===== config.mk =====
export PLATFORM = sky130hd
export DESIGN_NAME = subleq_core_flat
export DESIGN_NICKNAME = d
export VERILOG_FILES = /design/src/rtl/subleq_core_pkg.sv /design/src/rtl/subleq_core_if.sv /design/src/rtl/subleq_alu.sv /design/src/rtl/subleq_core.sv /design/src/flat_wrapper.sv
export SDC_FILE = /design/constraint.sdc
export NUM_CORES = 1
export LEC_CHECK = 0
export CAP_MARGIN = 20
export CORE_AREA = 5 5 79 81
export CTS_BUF_LIST = sky130_fd_sc_hd__clkbuf_4 sky130_fd_sc_hd__clkbuf_8 sky130_fd_sc_hd__clkbuf_16
export DETAILED_ROUTE_END_ITERATION = 7
export DIE_AREA = 0 0 84 86
export PLACE_DENSITY = 0.84
export SYNTH_ARGS = -nofsm -noshare
export SYNTH_HDL_FRONTEND = slang
export SYNTH_HIERARCHICAL = 1
export SYNTH_SLANG_ARGS = --single-unit

===== constraint.sdc =====
create_clock -name clk -period 4.2 [get_ports clk]
set_input_delay 0.84 -clock clk [delete_from_list [all_inputs] [get_ports clk]]
set_output_delay 0.84 -clock clk [all_outputs]
set_load 0.01 [all_outputs]

===== src/rtl/subleq_core_pkg.sv =====
// Shared word size, state encodings and the leq helper for the SUBLEQ core.
package subleq_core_pkg;

  localparam int WORD_SIZE   = 8;
  localparam int STATE_WIDTH = 3;

  // Encodings are exported so a bench can probe the FSM directly.
  localparam logic [STATE_WIDTH-1:0] STATE_FETCH_A = 3'd0;
  localparam logic [STATE_WIDTH-1:0] STATE_FETCH_B = 3'd1;
  localparam logic [STATE_WIDTH-1:0] STATE_FETCH_C = 3'd2;
  localparam logic [STATE_WIDTH-1:0] STATE_LOAD_A  = 3'd3;
  localparam logic [STATE_WIDTH-1:0] STATE_LOAD_B  = 3'd4;
  localparam logic [STATE_WIDTH-1:0] STATE_WRITE_B = 3'd5;
  localparam logic [STATE_WIDTH-1:0] STATE_HALT    = 3'd6;

  // Two's-complement "less than or equal to zero" test on a word.
  function automatic logic is_leq(input logic [WORD_SIZE-1:0] v);
    return v[WORD_SIZE-1] | (v == '0);
  endfunction

endpackage


===== src/rtl/subleq_core_if.sv =====
// Word-addressed memory port between the SUBLEQ core (master) and memory (slave).
interface subleq_core_if
  import subleq_core_pkg::*;
#(
  parameter int W = WORD_SIZE
);
  logic         load;
  logic         store;
  logic [W-1:0] addr;
  logic [W-1:0] mem_in;
  logic [W-1:0] mem_out;

  modport master (output load, output store, output addr, output mem_in, input mem_out);
  modport slave  (input load, input store, input addr, input mem_in, output mem_out);
endinterface


===== src/rtl/subleq_alu.sv =====
// Combinational SUBLEQ datapath: result = vb - va (wrapping) and the leq flag.
module subleq_alu
  import subleq_core_pkg::*;
(
  input  logic [WORD_SIZE-1:0] va_i,
  input  logic [WORD_SIZE-1:0] vb_i,
  output logic [WORD_SIZE-1:0] result_o,
  output logic                 leq_o
);

  // Subtract modulo 2^WORD_SIZE and flag non-positive results.
  always_comb begin
    result_o = vb_i - va_i;
    leq_o    = is_leq(result_o);
  end

endmodule


===== src/rtl/subleq_core.sv =====
// SUBLEQ instruction sequencer: one memory access per cycle, 6 cycles per instruction.
module subleq_core
  import subleq_core_pkg::*;
#(
  parameter logic [WORD_SIZE-1:0] HALT_ADDR = WORD_SIZE'((1 << WORD_SIZE) - 1)
)(
  input  logic                 clk,
  input  logic                 areset,
  input  logic                 run,
  subleq_core_if.master        mem,
  output logic                 halted,
  output logic [WORD_SIZE-1:0] pc,
  output logic                 instr_done
);

  logic [STATE_WIDTH-1:0] state_q, state_d;
  logic [WORD_SIZE-1:0]   pc_q, pc_d;
  logic [WORD_SIZE-1:0]   a_q, a_d;
  logic [WORD_SIZE-1:0]   b_q, b_d;
  logic [WORD_SIZE-1:0]   c_q, c_d;
  logic [WORD_SIZE-1:0]   va_q, va_d;
  logic [WORD_SIZE-1:0]   vb_q, vb_d;

  logic [WORD_SIZE-1:0]   result;
  logic                   leq;
  logic [WORD_SIZE-1:0]   next_pc;

  subleq_alu u_alu (
    .va_i     (va_q),
    .vb_i     (vb_q),
    .result_o (result),
    .leq_o    (leq)
  );

  // Branch target; pc+3 wraps naturally at the word width.
  assign next_pc = leq ? c_q : (pc_q + WORD_SIZE'(3));
  assign pc      = pc_q;

  // Port decode from state; store/instr_done are gated by run so a stall defers the write.
  always_comb begin
    mem.load   = 1'b0;
    mem.store  = 1'b0;
    mem.addr   = '0;
    mem.mem_in = '0;
    halted     = 1'b0;
    instr_done = 1'b0;
    case (state_q)
      STATE_FETCH_A: begin mem.load = 1'b1; mem.addr = pc_q; end
      STATE_FETCH_B: begin mem.load = 1'b1; mem.addr = pc_q + WORD_SIZE'(1); end
      STATE_FETCH_C: begin mem.load = 1'b1; mem.addr = pc_q + WORD_SIZE'(2); end
      STATE_LOAD_A:  begin mem.load = 1'b1; mem.addr = a_q; end
      STATE_LOAD_B:  begin mem.load = 1'b1; mem.addr = b_q; end
      STATE_WRITE_B: begin
        mem.store  = run;
        mem.addr   = b_q;
        mem.mem_in = result;
        instr_done = run;
      end
      STATE_HALT:    halted = 1'b1;
      default:       ;
    endcase
  end

  // Next-state and operand capture; everything holds while run is low.
  always_comb begin
    state_d = state_q;
    pc_d    = pc_q;
    a_d     = a_q;
    b_d     = b_q;
    c_d     = c_q;
    va_d    = va_q;
    vb_d    = vb_q;
    if (run) begin
      case (state_q)
        STATE_FETCH_A: begin a_d  = mem.mem_out; state_d = STATE_FETCH_B; end
        STATE_FETCH_B: begin b_d  = mem.mem_out; state_d = STATE_FETCH_C; end
        STATE_FETCH_C: begin c_d  = mem.mem_out; state_d = STATE_LOAD_A;  end
        STATE_LOAD_A:  begin va_d = mem.mem_out; state_d = STATE_LOAD_B;  end
        STATE_LOAD_B:  begin vb_d = mem.mem_out; state_d = STATE_WRITE_B; end
        STATE_WRITE_B: begin
          pc_d    = next_pc;
          state_d = (next_pc == HALT_ADDR) ? STATE_HALT : STATE_FETCH_A;
        end
        STATE_HALT:    state_d = STATE_HALT;
        default:       state_d = STATE_FETCH_A;
      endcase
    end
  end

  // State and operand registers, cleared asynchronously.
  always_ff @(posedge clk or posedge areset) begin
    if (areset) begin
      state_q <= STATE_FETCH_A;
      pc_q    <= '0;
      a_q     <= '0;
      b_q     <= '0;
      c_q     <= '0;
      va_q    <= '0;
      vb_q    <= '0;
    end else begin
      state_q <= state_d;
      pc_q    <= pc_d;
      a_q     <= a_d;
      b_q     <= b_d;
      c_q     <= c_d;
      va_q    <= va_d;
      vb_q    <= vb_d;
    end
  end

endmodule


===== src/flat_wrapper.sv =====
// flat-port wrapper written by rule: the top's interface ports become plain ports
module subleq_core_flat import subleq_core_pkg::*;
#(
  parameter logic [WORD_SIZE-1:0] HALT_ADDR = WORD_SIZE'((1 << WORD_SIZE) - 1)
)
  (clk, areset, run, halted, pc, instr_done, mem_load, mem_store, mem_addr, mem_mem_in, mem_mem_out);
  subleq_core_if mem_i ();
  input  logic clk;
  input  logic areset;
  input  logic run;
  output logic halted;
  output logic [WORD_SIZE-1:0] pc;
  output logic instr_done;
  output wire logic [$bits(mem_i.load)-1:0] mem_load;
  output wire logic [$bits(mem_i.store)-1:0] mem_store;
  output wire logic [$bits(mem_i.addr)-1:0] mem_addr;
  output wire logic [$bits(mem_i.mem_in)-1:0] mem_mem_in;
  input wire logic [$bits(mem_i.mem_out)-1:0] mem_mem_out;
  assign mem_load = mem_i.load;
  assign mem_store = mem_i.store;
  assign mem_addr = mem_i.addr;
  assign mem_mem_in = mem_i.mem_in;
  assign mem_i.mem_out = mem_mem_out;
  subleq_core #(.HALT_ADDR(HALT_ADDR)) u_core (.clk(clk), .areset(areset), .run(run), .mem(mem_i), .halted(halted), .pc(pc), .instr_done(instr_done));
endmodule

[After elaboration in Yosys (flattened, before gate mapping)]
Index checks and enable logic that the tools add are counted.
Storage, ports and cells
  bits in registers: 51
  word-level logic and storage cells: 37
  output and inout bits: 28
  bits of input ports: 11
Cells by class
  add/subtract/negate cells: 4
  bitwise gates (word level): 1
  eq/ne operators: 7
  mux-type cells: 8
  reductions and logical operators: 10
Operator list (count)
  $pmux W8 S5: 1
  $pmux W3 S7: 1
  $add A8 B2 Y8 const B: 2
  $mux W8: 2
  $reduce_and A2 Y1: 6
  $eq A3 B3 Y1 const B: 3
  $add A8 B1 Y8 const B: 1
  $eq A8 B8 Y1 const B: 1
  $logic_not A8 Y1: 1
  $sub A8 B8 Y8: 1
  $eq A3 B2 Y1 const B: 2
  $reduce_or A5 Y1: 1
  $eq A3 B1 Y1 const B: 1
  $logic_not A3 Y1: 1
  $mux W1: 3
  $mux W3: 1
  $reduce_or A2 Y1: 1
  $or A1 B1 Y1: 1

[Logic depth before layout (Yosys ltp)]
  word-level depth: 7
  gate-level depth with buffers: 15

[Cells and area by module]
Netlist, hierarchy kept.
Modules (own cells, without submodules)
  subleq_core: cells each 260, area an instance 2822.7 µm², instances 1, sequential area each 1276.2 µm²
  subleq_alu: cells each 47, area an instance 362.8 µm², instances 1, sequential area each 0.0 µm²

[Worst setup path before layout]
No wires, ideal clock.
  path kind: register -> register
  from: register u_core.vb_q[0]
  to: register u_core.state_q[1]
  slack: 1.345 ns
  setup time: 0.121 ns
  stages on the path, launching flop included: 16
  arrival time: 2.735 ns
  required time: 4.079 ns
  path buffers: 1
  cells stage by stage: dfrtp_1 -> inv_1 -> ha_1 -> inv_1 -> fa_1 -> a211oi_1 -> nor2_1 -> xnor2_1 -> o2111ai_1 -> o211ai_1 -> buf_4 -> or2b_2 -> nand3b_1 -> a31oi_1 -> nand4_1 -> nand2_1
Between the ends
  cells in the longest elaborated chain, start to end: 7
RTL lines
  from (decl): RTL line subleq_core.sv:22  | logic [WORD_SIZE-1:0] vb_q, vb_d;
  from (signal assigned): RTL line subleq_core.sv:107  | vb_q <= vb_d;
  $sub A8 B8 Y8 (*): RTL line subleq_alu.sv:13  | result_o = vb_i - va_i;
  $logic_not A8 Y1: RTL line subleq_core_pkg.sv:18  | return v[WORD_SIZE-1] | (v == '0);
  $or A1 B1 Y1 (*): RTL line subleq_core_pkg.sv:18
  named net u_core.leq: RTL line subleq_core.sv:25  | logic leq;
  $mux W8 (*): RTL line subleq_core.sv:36  | assign next_pc = leq ? c_q : (pc_q + WORD_SIZE'(3));
  $eq A8 B8 Y1 (*): RTL line subleq_core.sv:82  | state_d = (next_pc == HALT_ADDR) ? STATE_HALT : STATE_FETCH_A;
  $mux W3 (*): RTL line subleq_core.sv:82
  $pmux W3 S7 (*): RTL line subleq_core.sv:74  | case (state_q)
  to (signal assigned): RTL line subleq_core.sv:101  | state_q <= state_d;
  to (decl): RTL line subleq_core.sv:16  | logic [STATE_WIDTH-1:0] state_q, state_d;
The timed path passes the listed nets; every way through them passes the cells marked *.
A chain may end at the register's enable or synchronous reset.

[Worst setup path in the final report]
  from: register u_core.vb_q[0]
  to: output mem_mem_in[6]
Between the ends
  cells in the longest elaborated chain, start to end: 2
RTL lines
  $sub A8 B8 Y8: RTL line subleq_alu.sv:13
  named net u_core.result[6]: RTL line subleq_core.sv:24  | logic [WORD_SIZE-1:0] result;
  $mux W8: RTL line subleq_core.sv:47  | case (state_q)
  to (decl): RTL line flat_wrapper.sv:17  | output wire logic [$bits(mem_i.mem_in)-1:0] mem_mem_in;
The timed path passes the listed nets, and every way through them passes these cells.

==> results.toml <==
[synth]
syn_nets = 330
syn_avg_cell_area_um2 = 10.38
synth_warnings = 6
ys_types = 65
synth-seq-cells = 51
syn_inst = 307
synth_edf_count = 0
syn_area_mm2 = 0.003186
synth-main-ff-cell = "dfrtp_1"
synthArstFlopShare_pct = 100.0
seq_area_frac_synth_pct = 40.06

[sta]
period_share_pct = 86.45
hold_viol_final = 0
min_period_ps = 3631
worst_pin_slew_ps = 748.4
slew_headroom_pct = 49.83
rsz0062_at_grt = "false"
fin_skew_ps = 4.630
fmax_mhz = 275.4
finalSetupViolations = 0
fin_setup_tns_ps = 0
slew_viol_final = 0

[cts]
ctsHoldBuffers = 0
path_clk_slew_ps = 80
tritoncts = "yes"
clockRootBuffer = "clkbuf_8"
numCtsBuffers = 5
clk_latency_ps = 300
ctsResizeCount = 0
h-tree-depth = 2
cts_num_sinks = 51
cts_buffer_depth = 2
cts_setup_buffers = 0

[global_routing]
antenna_found_initial = 0
overflow = 0
grt_pass1_vias = 2362
grt.total_usage_pct = 20.04
grt_first_pass_wirelength_um = 11650
grt_max_degree = 52

[worst_setup_path]
cp.arrival_ps = 2790
start_kind = "flip-flop"
critPathMaxFanout = 2
reg2reg_depth = 15
timing.rr.end = "u_core/state_q[2]"
rr_startpoint = "u_core/vb_q[0]"
r2r_setup_slack_ps = 990
endpoint = "mem_mem_in[6]"
critPathCaptureType = "output port"
critical_path_required_ps = 3360
path_class = "flip-flop to output port"
worstSetupStartpoint = "u_core/vb_q[0]"

[drt]
drc = 0
dr_wl_met2_um = 3331
routedWlPerCell_um = 16.87
vias_per_cell = 6.002
routed.top_layer = "met4"
drt_iter0_drc = 250
wl_met3_um = 395
vias = 2467
wl_met1_um = 3063
drt_wl_total_um = 6934
first_pass_iters = 4
ant_nets = 0

[hold_path]
min_delay_path_depth = 1
hold_path.class = "flip-flop to flip-flop"

[finish]
n_antenna_cell = 0
nets = 361
multi_input_area_mm2 = 0.001729
regArea_mm2 = 0.001276
final_cell_mix = "dfrtp_1 (51), mux2_2 (42), clkdlybuf4s50_1 (38)"
final_common_cell = "dfrtp_1"
area.growth.synth_to_final_pct = 15.24
fill_cells = 420
fin_cells = 411
drive_gt1_share_pct = 21.24

[power_and_ir_drop]
sw_frac_of_total_pct = 44.71
p_int_mw = 1.860
pwr-share-seq_pct = 29.7
power.share.clock_pct = 8.2
combinationalPowerShare_pct = 62.2
powerDensity_mw_per_mm2 = 916.6
cellLeakagePower_nw = 1.529
ir_drop_v = 0.0005550
p_switching_mw = 1.505

[placed_design]
numPortBuffers = 38
dp.cells = 402
gp_congestion = 0.9421
post-dp-hpwl_um = 5201

[run]
drv_cap = 0

[floorplan]
floorplan.initialDensity_pct = 58.94
design.die.area_mm2 = 0.007224
pin_count = 39
rows = 27
core-area_mm2 = 0.005405
die_x_um = 84
dieHeight_um = 86

[status]
outcome = "complete, no violations"
-- area by class of cell --
| cell class | count | area share [%] |
|---|---|---|
| Clock buffer | 6 | 2.079 |
| Tap cell | 72 | 2.454 |
| Timing Repair Buffer | 41 | 11.32 |
| Clock inverter | 2 | 0.3408 |
| Multi-Input combinational cell | 220 | 47.10 |
| Inverter | 19 | 1.943 |
| Sequential cell | 51 | 34.76 |
-- cell families after synthesis --
logic type,count (synthesis),synth area share [%]
XOR/XNOR,11,3.024
flip-flops,51,40.06
AND/OR/NAND/NOR,88,15.75
adder cells (fa/ha/maj),12,4.949
buffers and inverters,36,5.656
AO/OA/AOI/OAI,64,14.73
multiplexers,45,15.83
-- power by group through the flow --
stage                     logic [mW]  clock network [mW]  registers, mW
after global placement          2.01                   0          0.993
final                           2.09               0.275          0.998
after global routing            2.29               0.305           1.04
after detailed placement        2.06                   0           1.00
after CTS                       2.07               0.288          0.995
after floorplan                 1.59                   0          0.872
-- flip-flops by register name, indices dropped and copies added, names as in the netlist --
signal / count
u_core/a_q: 8
u_core/b_q: 8
u_core/c_q: 8
u_core/pc: 8
u_core/va_q: 8
u_core/vb_q: 8
u_core/state_q: 3
-- metrics by stage --
stage / worst slack (ps) / power, mW / hold WS [ps] / utilization [%] / instance area (µm²)
final: 569.2 / 3.365 / 501.9 / 67.92 / 3671
after global routing: 419.7 / 3.633 / 524.0 / 67.92 / 3671
after CTS: 553.2 / 3.352 / 507.4 / 67.55 / 3651
after detailed placement: 903.3 / 3.065 / 487.1 / 65.90 / 3562
after global placement: 951.7 / 3.001 / 486.1 / 65.90 / 3562
after floorplan: 1345 / 2.462 / 471.5 / - / 3186
-- worst min path at each step --
| stage | startpoint | slack [ps] | endpoint |
|---|---|---|---|
| after floorplan | u_core/c_q[1] | 470 | u_core/c_q[1] |
| after global placement | u_core/c_q[5] | 490 | u_core/c_q[5] |
| after detailed placement | u_core/c_q[2] | 490 | u_core/c_q[2] |
| after CTS | u_core/c_q[2] | 510 | u_core/c_q[2] |
| after global routing | u_core/a_q[7] | 520 | u_core/a_q[7] |
| final | u_core/c_q[2] | 500 | u_core/c_q[2] |
-- synth_stat cells (all sizes together) (5+ instances only) --
| cell type | instances | share of area (%) |
|---|---|---|
| dfrtp | 51 | 40 |
| mux2 | 43 | 15 |
| nand2 | 26 | 3.2 |
| inv | 19 | 2.2 |
| o21ai | 17 | 2.7 |
| buf | 16 | 3.3 |
| nor2 | 13 | 1.5 |
| and2 | 11 | 2.2 |
| ha | 11 | 4.3 |
| a21oi | 9 | 1.5 |
| o211ai | 8 | 1.9 |
| nand3 | 7 | 1.4 |
| nor3 | 7 | 2.0 |
| xor2 | 6 | 1.6 |
| xnor2 | 5 | 1.4 |
-- per-layer routing --
| layer | track usage, % | up-vias |
|---|---|---|
| li1 | - | 1165 |
| met3 | 3.074 | 13 |
| met2 | 32.25 | 80 |
| met4 | 7.164 | 0 |
| met5 | 0 | - |
| met1 | 27.60 | 1209 |
-- worst max-delay path, stage by stage (launching register included) --
cell and delay, ps:
dfrtp_1 380, inv_1 60, ha_1 150, inv_1 70
fa_1 410, a211oi_1 300, o21bai_1 130, a21oi_1 180
xnor2_1 150, and2_1 140, clkdlybuf4s50_1 530
(Power assumes the default switching activity.)
